<file path="config.mk">
export PLATFORM = sky130hd
export DESIGN_NAME = seg7_scan_controller
export DESIGN_NICKNAME = d
export VERILOG_FILES = /design/src/rtl/seg7_scan_controller.sv
export SDC_FILE = /design/constraint.sdc
export NUM_CORES = 1
export LEC_CHECK = 0
export CAP_MARGIN = 40
export CORE_MARGIN = 2
export CORE_UTILIZATION = 35
export CTS_BUF_LIST = sky130_fd_sc_hd__clkbuf_4 sky130_fd_sc_hd__clkbuf_8
export CTS_CLUSTER_DIAMETER = 60
export CTS_CLUSTER_SIZE = 12
export DETAILED_ROUTE_END_ITERATION = 8
export SETUP_SLACK_MARGIN = 0.1
export SYNTH_ARGS = -nofsm -noshare
export SYNTH_HDL_FRONTEND = slang
export SYNTH_SLANG_ARGS = --single-unit
</file>
<file path="constraint.sdc">
create_clock -name clk -period 3.7 [get_ports clk]
set_input_delay 0.555 -clock clk [delete_from_list [all_inputs] [get_ports clk]]
set_output_delay 0.555 -clock clk [all_outputs]
set_load 0.005 [all_outputs]
</file>
<file path="src/rtl/seg7_scan_controller.sv">
// Four-digit multiplexed 7-segment scanner with a frame-synchronous shadow register for writes.
// Optional feature: define SEG7_LEADING_ZERO_BLANK_EN to blank zero digits above the most-significant nonzero one.

module seg7_scan_controller #(
    parameter int CLK_DIV      = 50000,
    parameter int BLANK_CYCLES = 64
) (
    input  logic        clk,
    input  logic        rst_n,
    input  logic        enable,
    input  logic        wr_valid,
    input  logic [15:0] wr_data,
    input  logic [3:0]  wr_dp,
    output logic        wr_ready,
    output logic [6:0]  seg,
    output logic        dp,
    output logic [3:0]  an,
    output logic        frame_done
);

    typedef enum logic [1:0] {IDLE, SHOW, BLANK} state_t;

    localparam int CNT_MAX = (CLK_DIV > BLANK_CYCLES) ? CLK_DIV : BLANK_CYCLES;
    localparam int CW      = (CNT_MAX > 1) ? $clog2(CNT_MAX) : 1;
    localparam logic [CW-1:0] SHOW_LAST  = CW'(CLK_DIV - 1);
    localparam logic [CW-1:0] BLANK_LAST = CW'((BLANK_CYCLES > 0) ? BLANK_CYCLES - 1 : 0);

    state_t        state, state_nxt;
    logic [1:0]    idx, idx_nxt;
    logic [CW-1:0] cnt, cnt_nxt;
    logic          wrap;

    logic [15:0]   disp_data, disp_data_nxt, shadow_data, shadow_data_nxt;
    logic [3:0]    disp_dp, disp_dp_nxt, shadow_dp, shadow_dp_nxt;
    logic          pending, pending_nxt;
    logic          accept;

    logic [3:0]    an_nxt;
    logic [6:0]    seg_nxt;
    logic          dp_nxt;
    logic [3:0]    nib;

    function automatic logic [6:0] hex_to_seg(input logic [3:0] v);
        case (v)
            4'h0: hex_to_seg = 7'b1000000;
            4'h1: hex_to_seg = 7'b1111001;
            4'h2: hex_to_seg = 7'b0100100;
            4'h3: hex_to_seg = 7'b0110000;
            4'h4: hex_to_seg = 7'b0011001;
            4'h5: hex_to_seg = 7'b0010010;
            4'h6: hex_to_seg = 7'b0000010;
            4'h7: hex_to_seg = 7'b1111000;
            4'h8: hex_to_seg = 7'b0000000;
            4'h9: hex_to_seg = 7'b0010000;
            4'hA: hex_to_seg = 7'b0001000;
            4'hB: hex_to_seg = 7'b0000011;
            4'hC: hex_to_seg = 7'b1000110;
            4'hD: hex_to_seg = 7'b0100001;
            4'hE: hex_to_seg = 7'b0000110;
            default: hex_to_seg = 7'b0001110;
        endcase
    endfunction

    // NOTE: every comb output gets a default first, so no path can infer a latch.
    always_comb begin
        state_nxt = state;
        idx_nxt   = idx;
        cnt_nxt   = cnt;
        wrap      = 1'b0;
        case (state)
            IDLE: begin
                idx_nxt = 2'd0;
                cnt_nxt = '0;
                if (enable) state_nxt = SHOW;
            end
            SHOW: begin
                if (cnt == SHOW_LAST) begin
                    cnt_nxt = '0;
                    if (BLANK_CYCLES == 0) begin
                        idx_nxt = idx + 2'd1;
                        wrap    = (idx == 2'd3);
                    end else begin
                        state_nxt = BLANK;
                    end
                end else begin
                    cnt_nxt = cnt + 1'b1;
                end
            end
            BLANK: begin
                if (cnt == BLANK_LAST) begin
                    cnt_nxt   = '0;
                    state_nxt = SHOW;
                    idx_nxt   = idx + 2'd1;
                    wrap      = (idx == 2'd3);
                end else begin
                    cnt_nxt = cnt + 1'b1;
                end
            end
            default: state_nxt = IDLE;
        endcase
        if (!enable) begin
            state_nxt = IDLE;
            idx_nxt   = 2'd0;
            cnt_nxt   = '0;
            wrap      = 1'b0;
        end
    end

    // Display only changes at a frame wrap or while idle, so a frame is never mixed.
    always_comb begin
        accept          = wr_valid & ~pending;
        disp_data_nxt   = disp_data;
        disp_dp_nxt     = disp_dp;
        shadow_data_nxt = shadow_data;
        shadow_dp_nxt   = shadow_dp;
        pending_nxt     = pending;
        if (state == IDLE || state_nxt == IDLE) begin
            if (pending) begin
                disp_data_nxt = shadow_data;
                disp_dp_nxt   = shadow_dp;
            end
            pending_nxt = 1'b0;
            if (accept) begin
                disp_data_nxt   = wr_data;
                disp_dp_nxt     = wr_dp;
                shadow_data_nxt = wr_data;
                shadow_dp_nxt   = wr_dp;
            end
        end else begin
            if (wrap && pending) begin
                disp_data_nxt = shadow_data;
                disp_dp_nxt   = shadow_dp;
                pending_nxt   = 1'b0;
            end
            if (accept) begin
                shadow_data_nxt = wr_data;
                shadow_dp_nxt   = wr_dp;
                pending_nxt     = 1'b1;
            end
        end
    end

    // Outputs are decoded from next-state values and registered below.
    always_comb begin
        an_nxt  = 4'b1111;
        seg_nxt = 7'h7F;
        dp_nxt  = 1'b1;
        nib     = disp_data_nxt[{idx_nxt, 2'b00} +: 4];
        if (state_nxt == SHOW) begin
            an_nxt  = ~(4'b0001 << idx_nxt);
            seg_nxt = hex_to_seg(nib);
            dp_nxt  = ~disp_dp_nxt[idx_nxt];
`ifdef SEG7_LEADING_ZERO_BLANK_EN
            if (idx_nxt != 2'd0 && (disp_data_nxt >> {idx_nxt, 2'b00}) == 16'h0000) begin
                seg_nxt = 7'h7F;
                dp_nxt  = 1'b1;
            end
`endif
        end
    end

    // NOTE: sequential state uses non-blocking assignments so all registers update together.
    always_ff @(posedge clk or negedge rst_n) begin
        if (!rst_n) begin
            state       <= IDLE;
            idx         <= 2'd0;
            cnt         <= '0;
            disp_data   <= 16'h0000;
            disp_dp     <= 4'h0;
            shadow_data <= 16'h0000;
            shadow_dp   <= 4'h0;
            pending     <= 1'b0;
            an          <= 4'b1111;
            seg         <= 7'h7F;
            dp          <= 1'b1;
            frame_done  <= 1'b0;
            wr_ready    <= 1'b1;
        end else begin
            state       <= state_nxt;
            idx         <= idx_nxt;
            cnt         <= cnt_nxt;
            disp_data   <= disp_data_nxt;
            disp_dp     <= disp_dp_nxt;
            shadow_data <= shadow_data_nxt;
            shadow_dp   <= shadow_dp_nxt;
            pending     <= pending_nxt;
            an          <= an_nxt;
            seg         <= seg_nxt;
            dp          <= dp_nxt;
            frame_done  <= wrap;
            wr_ready    <= ~pending_nxt;
        end
    end

endmodule

</file>
=== Word level (Yosys, flattened, before mapping) ===
Memory sizes are Yosys's and may differ from the RTL's.
Cells that the tools add are included.
Widths: inputs -> output; s select.

* Register bits: 75
* ROM bits: 112
* Output and inout bits: 14
* Logic and storage cells: 65
* Memories: 1

* $add $sub $neg: 2
* Magnitude comparators: 1
* Equal/unequal tests: 7
* Shifts and indexed selects: 2
* Muxes and demuxes: 30
* Bitwise logic cells: 5
* Reduce and logical (&&, ||, !) cells: 4

{| class="wikitable"
|+ Memories
! name !! depth !! bits a word !! read ports !! clocked after Yosys merged registers in !! write ports !! RTL line !! text
|-
| (no name shown) || 16 || 7 || 1 || 0 || 0 || 44 || <nowiki>case (v)</nowiki>
|}

{| class="wikitable"
|+ Operator list
! cell !! number
|-
| $mux 16 || 7
|-
| $pmux 16 s3 || 1
|-
| $mux 4 || 5
|-
| $add 16x1->16 const B || 1
|-
| $eq 16x16->1 const B || 1
|-
| $eq 16x6->1 const B || 1
|-
| $shiftx 16x5->4 || 1
|-
| $mux 2 || 5
|-
| $mux 1 || 8
|-
| $mux 7 || 1
|-
| $pmux 2 s3 || 1
|-
| $eq 2x1->1 const B || 2
|-
| $eq 2x2->1 const B || 2
|-
| $logic_not 2->1 || 2
|-
| $ne 4x1->1 const B || 1
|-
| $not 4->4 || 1
|-
| $pmux 2 s2 || 1
|-
| $shl 1x2->4 const A || 1
|-
| $lt 2x3->1 const B || 1
|-
| $not 1->1 || 3
|-
| $add 2x1->2 const B || 1
|-
| $bmux 1 s2 || 1
|-
| $and 1x1->1 || 1
|-
| $logic_and 1x1->1 || 1
|-
| $logic_or 1x1->1 || 1
|}

=== Depth between registers and ports, before layout ===
* Depth after elaboration: 11
* Depth in mapped cells: 19

=== Worst setup path after synthesis ===
OpenSTA, ideal clock, no wires.

* Path type: flip-flop to flip-flop
* From: register state[0]
* To: register seg[3]
* Setup time: 115 ps
* Data arrival time: 3,725 ps
* Required time: 3,585 ps
* Slack: -141 ps
* Stages on the path, launching flop included: 18
* Buffers on the path: 2
* Period minus slack after synthesis: 3,841 ps
* Cell sequence: dfrtp_1 > inv_1 > ha_1 > or4_4 > o221ai_4 > a21o_1 > buf_6 > buf_6 > mux2i_1 > o2111ai_1 > and2_1 > nor4_2 > inv_1 > ha_1 > inv_1 > a21oi_1 > a2111oi_0 > a31oi_1

* Cells in the longest elaborated chain, start to end: 9

{| class="wikitable"
|+ Ends and longest elaborated chain
! what !! RTL line !! text
|-
| start: declaration || 28 || <nowiki>state_t state, state_nxt;</nowiki>
|-
| start signal: assignment || 179 || <nowiki>state <= state_nxt;</nowiki>
|-
| $eq 2x2->1, or another cell as far along || 70 || <nowiki>case (state)</nowiki>
|-
| $pmux 2 s3 / $mux 1 (equally long branches) || 70 ||
|-
| $mux 2 / $mux 1 (equally long branches) || 101 || <nowiki>if (!enable) begin</nowiki>
|-
| $logic_not 2->1 / $logic_and 1x1->1 (equally long branches) || 117, 130 ||
|-
| $logic_or 1x1->1 / $mux 16 (equally long branches) || 117, 130 ||
|-
| $mux 16 (*) || 117 || <nowiki>if (state == IDLE || state_nxt == IDLE) begin</nowiki>
|-
| named net disp_data_nxt[13] || 33 || <nowiki>logic [15:0] disp_data, disp_data_nxt, shadow_data, shadow_data_nxt;</nowiki>
|-
| $shiftx 16x5->4 (*) || 148 || <nowiki>nib = disp_data_nxt[{idx_nxt, 2'b00} +: 4];</nowiki>
|-
| $mem_v2 16x7 (*) || -- ||
|-
| $mux 7 (*) || 149 || <nowiki>if (state_nxt == SHOW) begin</nowiki>
|-
| named net seg_nxt[3] || 39 || <nowiki>logic [6:0] seg_nxt;</nowiki>
|-
| end signal: assignment || 188 || <nowiki>seg <= seg_nxt;</nowiki>
|-
| end: declaration || 15 || <nowiki>output logic [6:0] seg,</nowiki>
|}

Mark *: on every way through the listed nets, which the timed path passes. The rest lies on a longest branch.
A chain may end at the register's enable or synchronous reset.

=== Worst setup path after layout ===
* From: register cnt[10]
* To: register seg[3]

* Cells in the longest elaborated chain, start to end: 10

{| class="wikitable"
|+ Ends and longest elaborated chain
! what !! RTL line !! text
|-
| start: declaration || 30 || <nowiki>logic [CW-1:0] cnt, cnt_nxt;</nowiki>
|-
| start signal: assignment || 181 || <nowiki>cnt <= cnt_nxt;</nowiki>
|-
| $eq 16x6->1 / $eq 16x16->1 (equally long branches) || 90, 77 ||
|-
| $mux 2, or another cell as far along || 90 || <nowiki>if (cnt == BLANK_LAST) begin</nowiki>
|-
| $pmux 2 s3 / $mux 1 (equally long branches) || 70 ||
|-
| $mux 2 / $mux 1 (equally long branches) || 101 ||
|-
| $logic_not 2->1 / $logic_and 1x1->1 (equally long branches) || 117, 130 ||
|-
| $logic_or 1x1->1 / $mux 16 (equally long branches) || 117, 130 ||
|-
| $mux 16 (*) || 117 ||
|-
| named net disp_data_nxt[13] || 33 ||
|-
| $shiftx 16x5->4 (*) || 148 ||
|-
| $mem_v2 16x7 (*) || -- ||
|-
| $mux 7 (*) || 149 ||
|-
| named net seg_nxt[3] || 39 ||
|}

Marked as above.

==> metrics.cfg <==
[synthesis]
yosysWarnings = 0
ys_seq_area_share_pct = 41.9
synth_seq_cells = 75
syn_area_sq_mm = 0.00452
synth_ff_type = dfrtp_1
synth_edf_count = 0
synth.distinct_cells = 70
syn_nets = 546
syn_avg_cell_area_sq_um = 8.85
async_flop_share_pct = 100
syn_inst = 510

[power]
switching_power_mw = 0.570
p_sw_share_pct = 28.8
leakage_nw = 2.64
p_seq_share_pct = 46.7
p_int_mw = 1.41
vdd_drop_max_v = 0.000161
p_clk_share_pct = 33.4
power_density_mw_per_mm2 = 325
p_comb_share_pct = 19.9

[global_route]
use_met1_pct = 24.0
antenna_found_initial = 0
met3_usage_pct = 5.43
grt_usage_pct = 19.4
gr-total-overflow = 0
grt_use_met2_pct = 31.0
grt_busiest_layer = met2
grt_pass1_wl_microns = 21400
grt_max_degree = 40
grt_pass1_vias = 4238

[sta]
timing.hold.ws_ns = 0.130
max-slew-margin-rel_pct = 42.3
min_period_ns = 3.53
finalHoldViolations = 0
worst_slack_ns = 0.173
slew_violations = 0
skew_ns = 0.0102
fmax_mhz = 284
setup_viol = 0
tightest_slew_ns = 0.863
rsz0062_at_grt = yes
period_share_pct = 95.3

[routing]
drt-initial-drc-count = 294
vias_per_cell = 5.32
ant_nets = 0
dr.pass1.iters = 5
vias = 4217
wirelength_microns = 13000
routedWlPerCell_microns = 16.5
drc = 0

[place]
gp_congestion = 0.909
port_buffers = 37
post_dp_cell_area_sq_mm = 0.00544
dp_hpwl_microns = 9240
dp_worst_setup_slack_ns = -0.0235
place_inst = 753

[clocking]
insertion_delay_ns = 0.38
cts-root-buf = clkbuf_8
htree_num_levels = 3
clk_pin_slew_worst_paths_ns = 0.08
cts.path.max_buffers = 2
cts_tree = done
holdBufCountCts = 0
clock_sinks = 75
numCtsBuffers = 9

[run]
maxCapViolations = 0

[setup_path]
startpoint_type = register
cp-end-kind = register
critPathMaxStageDelay_ns = 0.55
path_class = register to register
crit_required_ns = 4.00
critical_path.cell_chain = or4_4 -> nor4_4 -> a221o_1 -> buf_6 -> nor3_4 -> a41oi_2 -> o2111ai_2 -> and2_4 -> nor4_4 -> inv_2 -> ha_4 -> inv_1 -> a21oi_1 -> a2111oi_4 -> a31oi_1
arrival_ns = 3.83
crit_fanout = 5
rr_worst_depth = 15
cp_slowest_cell = or4_4
path_common_cell = nor4_4

[floorplanning]
start_util_pct = 35.8
dieArea_sq_mm = 0.0138
coreArea_sq_mm = 0.0126
pin_count = 38
rows = 41
die_w_microns = 118
dieHeight_microns = 118

[cells_and_area]
final_area_sq_mm = 0.00608
instances_no_fill = 792
drive_gt1_share_pct = 26.9
area_growth_pct = 34.6
fin_nets = 651
num_antenna_cells = 0
layout_commonest_cell = nand2_1
final_cell_mix = nand2_1 (96), buf_4 (75), dfrtp_1 (57), nor2_1 (36), clkdlybuf4s50_1 (36)

[outcome]
status = completed

[min_path]
hold_path_class = input pin to async pin

[metrics by stage]
stage	TNS [ns]	util, %	power (mW)
floorplan	0	-	1.12
finish	0	48.2	1.98
global placement	0	43.0	1.26
detailed placement	-0.0387	43.1	1.28
global route	-0.00182	48.2	2.08
CTS	0	45.6	1.95
[final cells by class]
class	count	area, sq um
Multi-Input combinational cell	393	2680
Clock buffer	11	145
Fill cell	1217	6540
Inverter	18	67.6
Tap cell	172	215
Timing Repair Buffer	118	1020
Sequential cell	75	1900
Clock inverter	5	52.6
[registers in the layout (all words and copies together), names as in the netlist]
register     flops
an               4
cnt             16
disp_data       16
disp_dp          4
dp               1
frame_done       1
idx              2
pending          1
seg              7
shadow_data     16
shadow_dp        4
state            2
wr_ready         1
[synthesized netlist by cell type, types with 4 or more instances]
cell type,number,area [sq um]
a211oi_1,7,52.6
a21oi_1,16,80.1
a31oi_1,10,62.6
and2_1,8,50.1
and3_1,7,43.8
clkbuf_1,17,63.8
dfrtp_1,62,1550
dfstp_2,13,342
ha_1,12,150
inv_1,18,67.6
mux2i_1,18,180
nand2_1,98,368
nand2b_1,8,50.1
nand3_1,22,110
nand4_1,13,81.3
nand4b_1,4,35.0
nor2_1,39,146
nor2b_1,8,50.1
nor3_1,9,45.0
o211ai_1,4,30.0
o21ai_0,33,165
o22ai_1,7,43.8
o31ai_1,4,30.0
[power by group through the flow]
stage | Clock [mW] | Sequential, mW | Combinational, mW
after floorplan | 0 | 0.932 | 0.189
final | 0.661 | 0.923 | 0.393
after detailed placement | 0 | 0.937 | 0.339
after CTS | 0.679 | 0.923 | 0.351
after global placement | 0 | 0.936 | 0.328
after global routing | 0.721 | 0.931 | 0.431
[worst max-delay path: cells and delay by family, from the launching register on]
| kind | cells | cell delay [ns] |
|---|---|---|
| buffers and inverters | 3 | 0.34 |
| AND/OR/NAND/NOR | 5 | 1.49 |
| flip-flops | 1 | 0.45 |
| adder cells (fa/ha/maj) | 1 | 0.18 |
| AO/OA/AOI/OAI | 6 | 0.98 |
[metal layers]
metal / part of all wire, % / routed length (microns)
met1: 43 / 5590
met2: 48 / 6200
met3: 5.8 / 759
met4: 3.8 / 500
met5: 0 / 0
[worst paths after layout]
check,start,end,slack [ns]
max,cnt[10]$_DFFE_PN0P_,seg[3]$_DFF_PN1_,0.17
min,rst_n,shadow_data[4]$_DFFE_PN0P_,0.13
max reg2reg,cnt[10]$_DFFE_PN0P_,seg[3]$_DFF_PN1_,0.17
min reg2reg,shadow_data[14]$_DFFE_PN0P_,shadow_data[14]$_DFFE_PN0P_,0.48
max in group asynchronous,rst_n,seg[2]$_DFF_PN1_,2.93
min in group clk,shadow_data[14]$_DFFE_PN0P_,shadow_data[14]$_DFFE_PN0P_,0.48
[cell families after synthesis]
family          count (synthesis)  share of synthesized area [%]
mux                            19                           4.24
xor+xnor                        3                          0.582
flops                          75                           41.9
compound gates                120                           19.0
buf+inv                        42                           4.05
simple gates                  239                           26.9
fa+ha+maj                      12                           3.32
[timing repair]
action                                  4_1_cts  5_1_grt
pin swaps                                    10       18
gates cloned                                  0        0
resized for setup                            22       38
setup buffers                                 5       18
endpoints found under the setup margin        7        7
Note: power is estimated with default switching activity, not from simulation.
